**src/rtl/mips_mem_pkg.sv**
```systemverilog
// Shared MEM-stage definitions: access size encodings, access FSM states, byte-enable patterns,
// and the store lane formatting helpers.
package mips_mem_pkg;

  localparam logic [1:0] SZ_WORD = 2'b00;
  localparam logic [1:0] SZ_HALF = 2'b01;
  localparam logic [1:0] SZ_BYTE = 2'b10;

  localparam logic [3:0] BE_WORD    = 4'b1111;
  localparam logic [3:0] BE_HALF_LO = 4'b0011;
  localparam logic [3:0] BE_HALF_HI = 4'b1100;
  localparam logic [3:0] BE_BYTE0   = 4'b0001;

  typedef enum logic {IDLE, BUSY} mem_state_e;

  function automatic logic [3:0] store_be(input logic [1:0] size, input logic [1:0] lo);
    case (size)
      SZ_BYTE: store_be = BE_BYTE0 << lo;
      SZ_HALF: store_be = lo[1] ? BE_HALF_HI : BE_HALF_LO;
      default: store_be = BE_WORD;
    endcase
  endfunction

  function automatic logic [31:0] store_wdata(input logic [1:0] size, input logic [31:0] src);
    case (size)
      SZ_BYTE: store_wdata = {4{src[7:0]}};
      SZ_HALF: store_wdata = {2{src[15:0]}};
      default: store_wdata = src;
    endcase
  endfunction

endpackage

```
**src/rtl/mem_load_align.sv**
```systemverilog
// Picks the addressed byte/half lane out of a 32-bit read word and sign/zero extends it.
// Purely combinational, zero latency, no flow control.
module mem_load_align
  import mips_mem_pkg::*;
(
  input  logic [31:0] rdata,
  input  logic [1:0]  size,
  input  logic [1:0]  lane,
  input  logic        sign,
  output logic [31:0] data
);

  logic [7:0]  byte_sel;
  logic [15:0] half_sel;

  always_comb begin
    byte_sel = rdata[{lane, 3'b000} +: 8];
    half_sel = lane[1] ? rdata[31:16] : rdata[15:0];
    case (size)
      SZ_BYTE: data = {{24{sign & byte_sel[7]}}, byte_sel};
      SZ_HALF: data = {{16{sign & half_sel[15]}}, half_sel};
      default: data = rdata;
    endcase
  end

endmodule

```
**src/rtl/mem_access_unit.sv**
```systemverilog
// MEM stage: runs load/store on a req/ack data bus and registers the MEM/WB result; 1 cycle
// for non-memory ops, 2 + ack wait for accesses; mem_stall holds upstream while an access is open.
module mem_access_unit
  import mips_mem_pkg::*;
#(
  parameter int ACK_TIMEOUT = 255
) (
  input  logic        clk,
  input  logic        rst,
  input  logic        flush,
  input  logic        MEM_inst_en,
  input  logic [31:0] MEM_ALU_Result,
  input  logic [31:0] MEM_Src2,
  input  logic [4:0]  MEM_Rdst,
  input  logic        MEM_RegW,
  input  logic        MEM_MemR,
  input  logic        MEM_MemW,
  input  logic [1:0]  MEM_SelMOD,
  input  logic        MEM_MdataS,
  output logic        dmem_req,
  output logic        dmem_we,
  output logic [31:0] dmem_addr,
  output logic [31:0] dmem_wdata,
  output logic [3:0]  dmem_be,
  input  logic        dmem_ack,
  input  logic [31:0] dmem_rdata,
  output logic        mem_stall,
  output logic        WB_inst_en,
  output logic [31:0] WB_Result,
  output logic [4:0]  WB_Rdst,
  output logic        WB_RegW,
  output logic        misalign_exc,
  output logic        bus_err
);

  localparam int CNT_W = $clog2(ACK_TIMEOUT + 1);

  mem_state_e       state, state_nxt;
  logic             kill;
  logic [CNT_W-1:0] cnt;
  logic [1:0]       lane_q, size_q;
  logic             sign_q, regw_q;
  logic [4:0]       rdst_q;
  logic [31:0]      ld_data;

  logic access, misaligned, start, timeout;

  assign access     = MEM_inst_en & (MEM_MemR | MEM_MemW);
  assign misaligned = ((MEM_SelMOD == SZ_HALF) & MEM_ALU_Result[0]) |
                      ((MEM_SelMOD != SZ_HALF) & (MEM_SelMOD != SZ_BYTE) & (MEM_ALU_Result[1:0] != 2'b00));
  assign start      = (state == IDLE) & access & ~misaligned & ~flush;
  assign timeout    = (state == BUSY) & ~dmem_ack & (cnt == CNT_W'(ACK_TIMEOUT - 1));

  mem_load_align u_align (
    .rdata (dmem_rdata),
    .size  (size_q),
    .lane  (lane_q),
    .sign  (sign_q),
    .data  (ld_data)
  );

  always_ff @(posedge clk or posedge rst) begin
    if (rst) state <= IDLE;
    else     state <= state_nxt;
  end

  // Stall drops on the ack/timeout cycle so upstream advances on the same edge as WB.
  always_comb begin
    state_nxt = state;
    mem_stall = 1'b0;
    case (state)
      IDLE: if (start) begin
        state_nxt = BUSY;
        mem_stall = 1'b1;
      end
      BUSY: if (dmem_ack || timeout) state_nxt = IDLE;
            else                     mem_stall = 1'b1;
      default: state_nxt = IDLE;
    endcase
  end

  always_ff @(posedge clk or posedge rst) begin
    if (rst) begin
      dmem_req     <= 1'b0;
      dmem_we      <= 1'b0;
      dmem_addr    <= '0;
      dmem_wdata   <= '0;
      dmem_be      <= '0;
      WB_inst_en   <= 1'b0;
      WB_Result    <= '0;
      WB_Rdst      <= '0;
      WB_RegW      <= 1'b0;
      misalign_exc <= 1'b0;
      bus_err      <= 1'b0;
      kill         <= 1'b0;
      cnt          <= '0;
      lane_q       <= '0;
      size_q       <= '0;
      sign_q       <= 1'b0;
      regw_q       <= 1'b0;
      rdst_q       <= '0;
    end else begin
      misalign_exc <= (state == IDLE) & access & misaligned & ~flush;
      bus_err      <= timeout;
      WB_inst_en   <= 1'b0;
      WB_Result    <= '0;
      WB_Rdst      <= '0;
      WB_RegW      <= 1'b0;
      case (state)
        IDLE: begin
          kill <= 1'b0;
          if (start) begin
            dmem_req   <= 1'b1;
            dmem_we    <= MEM_MemW;
            dmem_addr  <= {MEM_ALU_Result[31:2], 2'b00};
            dmem_wdata <= store_wdata(MEM_SelMOD, MEM_Src2);
            dmem_be    <= MEM_MemW ? store_be(MEM_SelMOD, MEM_ALU_Result[1:0]) : BE_WORD;
            lane_q     <= MEM_ALU_Result[1:0];
            size_q     <= MEM_SelMOD;
            sign_q     <= MEM_MdataS;
            regw_q     <= MEM_RegW & ~MEM_MemW;
            rdst_q     <= MEM_Rdst;
            cnt        <= '0;
          end else if (!flush && !access) begin
            WB_inst_en <= MEM_inst_en;
            WB_Result  <= MEM_ALU_Result;
            WB_Rdst    <= MEM_Rdst;
            WB_RegW    <= MEM_RegW;
          end
        end
        BUSY: begin
          if (dmem_ack || timeout) begin
            dmem_req <= 1'b0;
            kill     <= 1'b0;
            if (dmem_ack && !(kill || flush)) begin
              WB_inst_en <= 1'b1;
              WB_Result  <= dmem_we ? 32'b0 : ld_data;
              WB_Rdst    <= rdst_q;
              WB_RegW    <= regw_q;
            end
          end else begin
            cnt <= cnt + 1'b1;
            if (flush) kill <= 1'b1;
          end
        end
        default: ;
      endcase
    end
  end

endmodule

```
**config.mk**
```make
export PLATFORM = sky130hd
export DESIGN_NAME = mem_access_unit
export DESIGN_NICKNAME = d
export VERILOG_FILES = /design/src/rtl/mips_mem_pkg.sv /design/src/rtl/mem_load_align.sv /design/src/rtl/mem_access_unit.sv
export SDC_FILE = /design/constraint.sdc
export NUM_CORES = 1
export LEC_CHECK = 0
export CORE_MARGIN = 2
export CORE_UTILIZATION = 40
export DETAILED_ROUTE_END_ITERATION = 6
export GPL_TIMING_DRIVEN = 0
export PLACE_DENSITY = 0.71
export SLEW_MARGIN = 20
export SYNTH_ARGS = -nofsm -noshare
export SYNTH_HDL_FRONTEND = slang
export SYNTH_SLANG_ARGS = --single-unit
```
**constraint.sdc**
```tcl
create_clock -name clk -period 13.45 [get_ports clk]
set_input_delay 2.69 -clock clk [delete_from_list [all_inputs] [get_ports clk]]
set_output_delay 2.69 -clock clk [all_outputs]
set_load 0.01 [all_outputs]
```
==> run_results.csv <==
group,metric,value,unit
run_status,status,"finished, final reports clean",
cts,cts_buffers,17,
logic_synthesis,syn-cell-area,5900,µm²
logic_synthesis,synth_ff_type,"dfrtp_1",
routing,postRouteAntennaNets,0,
place,port-buffer-count,221,
setup_path,critPathArrivalTime,5.59,ns
finish,nFillCells,1158,
finish,final_cell_mix,"221 x clkdlybuf4s50_1, 130 x dfrtp_1, 56 x nand2_1, 47 x mux2_2, 30 x nor2b_1",
power,leakagePower,0.00376,µW
timing,hold_viol_final,0,
cts,clkSinkCount,130,
cts,cts_setup_buffers,0,
floorplan,io_pins,224,
timing,max_freq,121,MHz
routing,drt-total-wl,18700,µm
logic_synthesis,synthArstFlopShare,100,%
setup_path,cp-end-kind,"primary output",
cts,cts-resized-gates,0,
routing,drtIter0Drc,281,
timing,maxSlewHeadroom,56.0,%
min_path,min_from,"dmem_wdata[29]",
grt,grt_pass1_vias,5311,
setup_path,worstPathRequired,10.76,ns
grt,grt_max_degree,99,
floorplan,fp.dieW,125,µm
grt,antenna_found_initial,0,
timing,rsz0062_at_grt,"false",
grt,grt_first_pass_wirelength,29500,µm
grt,overflow,0,
setup_path,ff2ff_setup_slack,11.20,ns
cts,clk-insertion-delay-late,0.41,ns
finish,antenna_cells,0,
place,gp_congestion,0.933,
timing,finalSetupViolCount,0,
logic_synthesis,ys_ff_latch,130,
routing,wire_per_inst,19.5,µm
finish,final_util,61.9,%
timing,report.final.slew_viol_count,0,
floorplan,fp.dieArea,15700,µm²
min_path,min_to,"dmem_wdata[29]",
logic_synthesis,ys_seq_area_share,55.1,%
timing,fin_crit_sh,61.5,%
cts,cts_tree,"yes",
logic_synthesis,yosysWarnings,0,
cts,cts_root_buf,"clkbuf_16",
routing,drcViolationCount,0,
min_path,hold_class,"reg -> reg",
timing,fin_skew,0.0132,ns
logic_synthesis,ys_types,50,
timing,layout_min_cycle_time,8.28,ns
finish,syn_to_final_growth,51.7,%
setup_path,r2r_start,"size_q[0]",
floorplan,dieHeight,125,µm
grt,grt.total_usage,24.0,%
routing,num_vias,5180,
place,dp_hpwl,14200,µm
cts,cts_buffer_depth,2,
power,ir_worst_vdd,0.0000799,V
cts,clk_pin_slew_worst_paths,0.06,ns
timing,worstMarginPinSlew,0.655,ns
setup_path,reg2reg_depth,6,
logic_synthesis,syn_avg_cell_area,11.4,µm²
cts,holdBufCountCts,0,
routing,via_per_inst,5.41,
finish,drive_gt1_share,13.8,%
setup_path,r2r-end,"WB_Result[28]",
min_path,hold_depth,2,
setup_path,setup.worst_path.start_class,"input port",
finish,finalNetCount,879,
finish,finalNonFillerCells,958,
logic_synthesis,synthCells,519,
cts,htree_levels,4,
run,cap_violations,0,
floorplan,core_area,14500,µm²
floorplan,initial_core_util,40.8,%
place,placed_cells,926,
timing,fin_setup_tns,0,ns
setup_path,path_class,"in -> out",
finish,mostFrequentLayoutCell,"clkdlybuf4s50_1",
setup_path,worstPathMaxFanout,10,
floorplan,fp-row-count,44,
routing,first_pass_iters,4,
logic_synthesis,synth-edff-count,0,
power,p_per_area,157,nW/µm²
## routing by layer
layer	wire length (µm)	track usage (%)	vias to the layer above
met5	0	0	-
met4	144	6.34	0
met3	1400	6.80	13
met2	9310	41.1	229
met1	7840	29.9	2555
li1	-	-	2383
## cell type report
class	instances	area [µm²]	area share (%)
Multi-Input combinational cell	343	2440	27.3
Timing Repair Buffer	222	2240	25.0
Sequential cell	130	3250	36.3
Tap cell	184	230	2.57
Clock inverter	12	106	1.19
Inverter	10	45.0	0.503
Clock buffer	20	467	5.21
Buffer	37	175	1.96
## synth_stat cells (2+ instances only)
master | n | area, µm²
a21boi_0 | 2 | 15.0
a21boi_2 | 2 | 22.5
a21o_1 | 2 | 15.0
a21oi_1 | 16 | 80.1
a221o_1 | 16 | 160
a221oi_1 | 8 | 70.1
a22o_1 | 6 | 52.6
a22oi_1 | 8 | 60.1
a311o_1 | 2 | 20.0
a32o_1 | 3 | 30.0
buf_1 | 3 | 11.3
buf_2 | 17 | 85.1
buf_4 | 2 | 15.0
clkbuf_1 | 14 | 52.6
dfrtp_1 | 130 | 3250
ha_1 | 6 | 75.1
inv_1 | 9 | 33.8
mux2_1 | 8 | 90.1
mux2_2 | 47 | 529
mux2i_1 | 4 | 40.0
nand2_1 | 56 | 210
nand2b_1 | 6 | 37.5
nand3_1 | 14 | 70.1
nand4_1 | 2 | 12.5
nor2_1 | 10 | 37.5
nor2b_1 | 30 | 188
nor3_1 | 8 | 40.0
o211ai_1 | 4 | 30.0
o21a_1 | 5 | 37.5
o21ai_0 | 14 | 70.1
o21ai_1 | 24 | 120
o221ai_1 | 5 | 43.8
o31ai_1 | 17 | 128
or3_1 | 3 | 18.8
## critical path, stage by stage
cell and delay, ns:
clkdlybuf4s50_1 0.51, inv_1 0.07, ha_1 0.27, clkbuf_1 0.29, o21ai_1 0.17, nand4_1 0.23
buf_2 0.27, buf_1 0.41, nand2_1 0.13, clkdlybuf4s50_1 0.53
## power breakdown
part / switching, µW / internal, µW
sequential: 48.3 / 474
combinational: 199 / 243
clock: 172 / 269
total: 420 / 986
## state kept, by name, indices dropped and copies added, names as in the netlist
register,count
size_q,2
state,1
dmem_we,1
dmem_addr,30
regw_q,1
WB_inst_en,1
dmem_req,1
bus_err,1
dmem_be,4
WB_Result,32
WB_Rdst,5
misalign_exc,1
dmem_wdata,32
rdst_q,5
lane_q,2
cnt,8
kill,1
WB_RegW,1
sign_q,1
## through the flow
stage / hold slack (ns) / power [µW] / cell area, µm² / setup slack (ns)
2_1_floorplan: 0.456 / 728 / 5910 / 6.67
6_report: 0.475 / 1410 / 8960 / 5.17
3_3_place_gp: 0.459 / 960 / 8350 / 5.12
5_1_grt: 0.507 / 1480 / 8960 / 4.94
3_5_place_dp: 0.465 / 970 / 8380 / 5.14
4_1_cts: 0.478 / 1420 / 8960 / 5.12
## worst max path at each step
stage,slack [ns],cells past startpoint,from,to
floorplan,6.67,8,MEM_SelMOD[0],mem_stall
finish,5.17,10,MEM_SelMOD[0],mem_stall
detailed placement,5.14,10,MEM_SelMOD[0],mem_stall
global placement,5.12,10,MEM_SelMOD[0],mem_stall
CTS,5.12,10,MEM_SelMOD[0],mem_stall
global route,4.94,10,MEM_SelMOD[0],mem_stall
## kinds of logic after synthesis
group           Yosys count  synth area share [%]
mux                      60                  11.6
other cells               1                0.0635
compound gates          139                  17.0
flops                   130                  55.1
simple gates            136                  11.4
fa+ha+maj                 6                  1.27
buf+inv                  47                  3.60
Note: power is estimated with default switching activity, not from simulation.
